## src/rtl/uart_pkg.sv

```systemverilog
// rtl/uart_pkg.sv - shared FSM state encoding and router command constants
package uart_pkg;

  typedef enum logic [1:0] {
    IDLE  = 2'd0,
    START = 2'd1,
    DATA  = 2'd2,
    STOP  = 2'd3
  } uart_state_e;

  localparam logic [7:0] CMD_BANG   = 8'h21;
  localparam logic [7:0] CMD_AT     = 8'h40;
  localparam logic [7:0] CMD_HASH   = 8'h23;
  localparam logic [7:0] CMD_DOLLAR = 8'h24;

  function automatic int calc_div(input int clk_hz, input int baud, input int ovs);
    return clk_hz / (baud * ovs);
  endfunction

endpackage

```

## src/rtl/uart_rx_byte_if.sv

```systemverilog
// rtl/uart_rx_byte_if.sv - serial line in, received byte and status strobes out
interface uart_rx_byte_if;
  logic       rx;
  logic [7:0] data;
  logic       rx_done;
  logic       frame_err;
  logic       busy;

  modport slave (
    input  rx,
    output data, rx_done, frame_err, busy
  );

  modport master (
    output rx,
    input  data, rx_done, frame_err, busy
  );
endinterface

```

## src/rtl/uart_baud_tick.sv

```systemverilog
// rtl/uart_baud_tick.sv - oversample tick generator, held at zero while clr is high
module uart_baud_tick
  import uart_pkg::*;
#(
  parameter int CLK_HZ = 50_000_000,
  parameter int BAUD   = 115200,
  parameter int OVS    = 16
) (
  input  logic clk,
  input  logic rst,
  input  logic clr,
  output logic tick
);

  localparam int DIV = calc_div(CLK_HZ, BAUD, OVS);
  localparam int CW  = (DIV > 1) ? $clog2(DIV) : 1;
  localparam logic [CW-1:0] LAST = CW'(DIV - 1);

  logic [CW-1:0] cnt_q, cnt_d;

  always_comb begin
    cnt_d = cnt_q;
    if (clr || cnt_q == LAST) begin
      cnt_d = '0;
    end else begin
      cnt_d = cnt_q + 1'b1;
    end
  end

  always_ff @(posedge clk or posedge rst) begin
    if (rst) begin
      cnt_q <= '0;
    end else begin
      cnt_q <= cnt_d;
    end
  end

  assign tick = !clr && (cnt_q == LAST);

endmodule

```

## src/rtl/uart_rx_byte.sv

```systemverilog
// rtl/uart_rx_byte.sv - 8N1 UART receiver, 16x oversampling, mid-bit sampling
module uart_rx_byte
  import uart_pkg::*;
#(
  parameter int CLK_HZ = 50_000_000,
  parameter int BAUD   = 115200,
  parameter int OVS    = 16
) (
  input  logic           clk,
  input  logic           rst,
  uart_rx_byte_if.slave  rxi
);

  uart_state_e state_q, state_d;
  logic       sync1_q, sync1_d, sync2_q, sync2_d;
  logic [3:0] os_q, os_d;
  logic [2:0] bit_q, bit_d;
  logic [7:0] shift_q, shift_d;
  logic [7:0] data_q, data_d;
  logic       done_q, done_d;
  logic       ferr_q, ferr_d;
  logic       wait_high_q, wait_high_d;
  logic       rx_s;
  logic       tick;

  uart_baud_tick #(
    .CLK_HZ (CLK_HZ),
    .BAUD   (BAUD),
    .OVS    (OVS)
  ) u_tick (
    .clk  (clk),
    .rst  (rst),
    .clr  (state_q == IDLE),
    .tick (tick)
  );

  assign rx_s = sync2_q;

  always_comb begin
    state_d     = state_q;
    sync1_d     = rxi.rx;
    sync2_d     = sync1_q;
    os_d        = os_q;
    bit_d       = bit_q;
    shift_d     = shift_q;
    data_d      = data_q;
    wait_high_d = wait_high_q;
    done_d      = 1'b0;
    ferr_d      = 1'b0;
    case (state_q)
      IDLE: begin
        // After a framing error the line must be seen high before a new start is accepted.
        if (wait_high_q) begin
          if (rx_s) wait_high_d = 1'b0;
        end else if (!rx_s) begin
          state_d = START;
          os_d    = 4'd0;
        end
      end
      START: begin
        if (tick) begin
          if (os_q == 4'd7) begin
            os_d = 4'd0;
            if (!rx_s) begin
              state_d = DATA;
              bit_d   = 3'd0;
            end else begin
              state_d = IDLE;
            end
          end else begin
            os_d = os_q + 4'd1;
          end
        end
      end
      DATA: begin
        if (tick) begin
          os_d = os_q + 4'd1;
          if (os_q == 4'd15) begin
            shift_d = {rx_s, shift_q[7:1]};
            bit_d   = bit_q + 3'd1;
            if (bit_q == 3'd7) state_d = STOP;
          end
        end
      end
      STOP: begin
        if (tick) begin
          os_d = os_q + 4'd1;
          if (os_q == 4'd15) begin
            state_d = IDLE;
            if (rx_s) begin
              data_d = shift_q;
              done_d = 1'b1;
            end else begin
              ferr_d      = 1'b1;
              wait_high_d = 1'b1;
            end
          end
        end
      end
      default: state_d = IDLE;
    endcase
  end

  always_ff @(posedge clk or posedge rst) begin
    if (rst) begin
      state_q     <= IDLE;
      sync1_q     <= 1'b1;
      sync2_q     <= 1'b1;
      os_q        <= 4'd0;
      bit_q       <= 3'd0;
      shift_q     <= 8'h00;
      data_q      <= 8'h00;
      done_q      <= 1'b0;
      ferr_q      <= 1'b0;
      wait_high_q <= 1'b0;
    end else begin
      state_q     <= state_d;
      sync1_q     <= sync1_d;
      sync2_q     <= sync2_d;
      os_q        <= os_d;
      bit_q       <= bit_d;
      shift_q     <= shift_d;
      data_q      <= data_d;
      done_q      <= done_d;
      ferr_q      <= ferr_d;
      wait_high_q <= wait_high_d;
    end
  end

  assign rxi.data      = data_q;
  assign rxi.rx_done   = done_q;
  assign rxi.frame_err = ferr_q;
  assign rxi.busy      = (state_q != IDLE);

endmodule

```

## src/flat_wrapper.sv

```systemverilog
// flat-port wrapper written by rule: the top's interface ports become plain ports
module uart_rx_byte_flat import uart_pkg::*;
#(
  parameter int CLK_HZ = 50_000_000,
  parameter int BAUD   = 115200,
  parameter int OVS    = 16
)
  (clk, rst, rxi_rx, rxi_data, rxi_rx_done, rxi_frame_err, rxi_busy);
  uart_rx_byte_if rxi_i ();
  input  logic clk;
  input  logic rst;
  input wire logic [$bits(rxi_i.rx)-1:0] rxi_rx;
  output wire logic [$bits(rxi_i.data)-1:0] rxi_data;
  output wire logic [$bits(rxi_i.rx_done)-1:0] rxi_rx_done;
  output wire logic [$bits(rxi_i.frame_err)-1:0] rxi_frame_err;
  output wire logic [$bits(rxi_i.busy)-1:0] rxi_busy;
  assign rxi_i.rx = rxi_rx;
  assign rxi_data = rxi_i.data;
  assign rxi_rx_done = rxi_i.rx_done;
  assign rxi_frame_err = rxi_i.frame_err;
  assign rxi_busy = rxi_i.busy;
  uart_rx_byte #(.CLK_HZ(CLK_HZ), .BAUD(BAUD), .OVS(OVS)) u_core (.clk(clk), .rst(rst), .rxi(rxi_i));
endmodule
```

## config.mk

```make
export PLATFORM = sky130hd
export DESIGN_NAME = uart_rx_byte_flat
export DESIGN_NICKNAME = d
export VERILOG_FILES = /design/src/rtl/uart_pkg.sv /design/src/rtl/uart_rx_byte_if.sv /design/src/rtl/uart_baud_tick.sv /design/src/rtl/uart_rx_byte.sv /design/src/flat_wrapper.sv
export SDC_FILE = /design/constraint.sdc
export NUM_CORES = 1
export LEC_CHECK = 0
export BUFFER_PORTS_ARGS = -buffer_cell sky130_fd_sc_hd__buf_4
export CORE_MARGIN = 4
export CORE_UTILIZATION = 55
export CTS_BUF_LIST = sky130_fd_sc_hd__clkbuf_2 sky130_fd_sc_hd__clkbuf_4 sky130_fd_sc_hd__clkbuf_8
export CTS_CLUSTER_DIAMETER = 30
export DETAILED_ROUTE_END_ITERATION = 12
export GPL_TIMING_DRIVEN = 0
export PLACE_DENSITY = 0.71
export SLEW_MARGIN = 30
export SYNTH_ARGS = -nofsm -noshare
export SYNTH_HDL_FRONTEND = slang
export SYNTH_SLANG_ARGS = --single-unit
```

## constraint.sdc

```tcl
create_clock -name clk -period 2.1 [get_ports clk]
set_input_delay 0.525 -clock clk [delete_from_list [all_inputs] [get_ports clk]]
set_output_delay 0.525 -clock clk [all_outputs]
set_load 0.02 [all_outputs]
```

==> Flow_metrics.wiki <==
{| class="wikitable"
! Metric !! Value
|-
| Result of the run || finished, final reports clean
|-
| Number of placed cells counting well taps || 163
|-
| Proportion of synthesized chip area in sequential cells || 57.6%
|-
| Number of violations of the max-capacitance limit || 0
|-
| Max transition margin || 54.0%
|-
| Worst setup startpoint || u_core.u_tick.cnt_q[0]$_DFF_PP0_
|-
| Clk buf depth || 2
|-
| Seq. cell area || 878 um^2
|-
| Final weighted congestion of routability-driven global placement || 0.797
|-
| Kind of end point of the critical path || flop
|-
| Static power due to leakage || 0.899 nW
|-
| CTS tree || built
|-
| Critical path data required time || 2.33 ns
|-
| Post-synth top area cell || dfrtp_1
|-
| Clock network power share || 46.5%
|-
| Crit-path most repeated cell || and4_4
|-
| Number of setup violations in the final report || 0
|-
| Synthesized flop and latch total || 35
|-
| Total routing usage reported by global routing || 15.7%
|-
| Final-stage net count || 150
|-
| Hold bufs inserted after CTS || 0
|-
| Internal power || 1.07 mW
|-
| Highest clock frequency the design can meet || 511 MHz
|-
| Final Non-Filler Cells || 173
|-
| Die height || 60.6 um
|-
| Reg2reg start || u_core.u_tick.cnt_q[0]$_DFF_PP0_
|-
| Critical path launch point type || flop
|-
| Critical path, cell by cell || inv_1 > ha_1 > and4b_2 > and4_4 > and4_4 > buf_6 > mux2_2
|-
| Hold Violations, Final || 0
|-
| Count of synthesis-stage warnings from yosys || 0
|-
| Estimated wirelength of the detail-placed design || 1660 um
|-
| Average size of a mapped cell || 12.7 um^2
|-
| Overall via count from detail_route || 956
|-
| CP Data Arrival Time || 2.19 ns
|-
| Part of the power in combinational logic || 1.4%
|-
| Max Fanout on Critical Path || 9
|-
| Post-Synthesis Net Count || 128
|-
| PwrDens || 732 mW/mm^2
|-
| Multi-input gate area || 591 um^2
|-
| Skew final || 0.0134 ns
|-
| Peak per-stage delay on the critical path || 0.39 ns
|-
| Setup slack after placement || 0.0901 ns
|-
| Core Rows || 18
|-
| Mean routed wirelength per cell || 13.5 um
|-
| Net switching power figure || 0.236 mW
|-
| Full die area || 0.00368 mm^2
|-
| RSZ-0062 raised after global routing || false
|-
| Library cells used by synthesis || 33
|-
| Total overflow reported by the global router || 0
|-
| Worst Tran Pin Value || 0.689 ns
|-
| Top cells by area in the synthesized netlist || dfrtp_1 54%, mux2_2 13%, ha_1 4.1%
|-
| Reg clk slew, reported paths || 0.11 ns
|-
| Post-route setup TNS || 0 ns
|-
| # port buffers || 13
|-
| Fraction of power spent switching nets || 18.2%
|-
| Worst ir drop on vdd || 716 uV
|-
| H-tree depth || 2
|-
| # clock sinks || 35
|-
| Seq pwr share || 52.2%
|-
| Most common cell after layout, fill and taps aside || dfrtp_1
|-
| Kind of critical path || reg -> reg
|-
| Post-synthesis instance area || 0.00152 mm^2
|-
| Number of fillers in the final layout || 199
|-
| Count of nets left with antenna violations after detail routing || 0
|-
| Cts bufs inserted || 5
|-
| Primary FF master, synth || dfrtp_1
|-
| Initial core utilization || 59.4%
|-
| Width of the chip || 60.6 um
|-
| Fraction of post-synthesis cell area in the top cell type by area || 54.2%
|-
| CP bufs+invs || 2
|-
| Total power of the final layout || 1.30 mW
|-
| Antenna diode count || 0
|-
| Proportion of layout cells with a drive suffix above 1 || 36.4%
|-
| First-pass GRT wire length || 4200 um
|-
| Final setup slack of the worst path || 0.142 ns
|-
| Number of antenna violations at the first check in global routing || 0
|-
| Total routed wirelength || 2330 um
|-
| Vias in the first global route || 964
|-
| Time the final worst path needs with I/O delays and setup || 1.96 ns
|-
| Drc violations || 0
|-
| Crit-path leading delay family || simple AND/OR/NAND/NOR gates
|-
| Final number of max-transition violations || 0
|-
| Post-Synthesis Cells || 120
|-
| Resize count post-CTS || 0
|-
| DRC violation total after the first TritonRoute iteration || 32
|-
| Number of top-level design ports || 14
|-
| Post-synth EDFFs || 0
|-
| Average vias per placed instance || 5.53
|-
| Standard cell core area || 0.00257 mm^2
|-
| CTS Root Buffer Type || clkbuf_4
|-
| DR pass1 iterations || 4
|-
| Synth async-reset ratio || 100%
|-
| Portion of the clock cycle consumed by the worst path in the final layout || 93.3%
|-
| Highest-delay cell along the critical path || dfrtp_1
|-
| Clock latency on the worst-skew pair || 0.34 ns
|-
| Worst min-delay path class || in -> async
|-
| Commonest cells after routing, fill and taps aside || 33 x dfrtp_1, 18 x mux2_2, 15 x buf_4
|-
| Maximum number of pins on one net before global-route repair || 36
|-
| Post-synthesis to final-layout area growth || 16.7%
|}
[area by class of cell]
class / instances / share of cell area [%]
sequential: 35 / 49.4
multi-input combinational: 75 / 33.2
timing repair buffer: 15 / 6.33
clock inverter: 2 / 3.38
clock buffer: 6 / 2.53
tap: 30 / 2.11
buffer: 5 / 2.04
inverter: 5 / 1.05
[layer usage]
metal,routed length (um),share of wire [%],vias up,track usage (%)
li1,-,-,463,-
met1,1030,44,473,19.4
met2,1140,49,15,25.5
met3,121,5.2,5,5.74
met4,40,1.7,0,5.57
met5,0,0,-,0
[power by group through the flow]
stage / clock, mW / combinational, mW / sequential, mW
4_1_cts: 0.616 / 0.0190 / 0.679
5_1_grt: 0.652 / 0.0215 / 0.680
3_3_place_gp: 0 / 0.0183 / 0.692
2_1_floorplan: 0 / 0.0123 / 0.692
6_report: 0.605 / 0.0176 / 0.679
3_5_place_dp: 0 / 0.0191 / 0.692
[cells in the mapped netlist, drive strengths merged (3+ instances only)]
cell type,n
nor3,3
nor2,7
buf,4
mux2,18
nand2,3
inv,5
dfrtp,33
ha,5
nand3,4
o21ai,5
a21oi,3
[registers in the layout, summed over array words and instances (netlist names), named ones only]
name,cells
u_core.bit_q,3
u_core.os_q,4
u_core.rx_s,1
u_core.rxi.data,8
u_core.rxi.frame_err,1
u_core.rxi.rx_done,1
u_core.shift_q,8
u_core.state_q,1
u_core.sync1_q,1
u_core.u_tick.cnt_q,5
u_core.wait_high_q,1
[logic make-up after synthesis]
| family | after synthesis | share of synthesized area (%) |
|---|---|---|
| XOR/XNOR | 4 | 2.30 |
| AND/OR/NAND/NOR | 32 | 12.1 |
| adder cells (fa/ha/maj) | 5 | 4.11 |
| AO/OA/AOI/OAI | 14 | 5.66 |
| flip-flops | 35 | 57.6 |
| multiplexers | 20 | 14.6 |
| buffers and inverters | 10 | 3.61 |
[final timing paths]
check / endpoint / slack (ns) / cells after the start
min in group clk: u_core.sync1_q$_DFF_PP1_ / 0.29 / 1
max in group asynchronous: u_core.bit_q[2]$_DFFE_PP0P_ / 1.36 / 2
setup reg to reg: u_core.rxi.data[5]$_DFFE_PP0P_ / 0.14 / 7
hold reg to reg: u_core.rx_s$_DFF_PP1_ / 0.36 / 0
hold / removal: u_core.rxi.data[4]$_DFFE_PP0P_ / 0.28 / 2
setup / recovery: u_core.rxi.data[5]$_DFFE_PP0P_ / 0.14 / 7
[metrics by stage]
stage               instance area (um^2)  utilization (%)  hold slack, ns
detailed placement                  1660             64.6           0.348
global route                        1780             69.3           0.269
global placement                    1660             64.6           0.347
finish                              1780             69.3           0.284
CTS                                 1760             68.7           0.276
floorplan                           1520                -           0.345
[what timing repair did]
action	4_1_cts	5_1_grt
endpoints found under the hold margin	0	0
endpoints found under the setup margin	0	7
setup buffers	0	2
No activity file was read; power rests on OpenSTA's default activity.
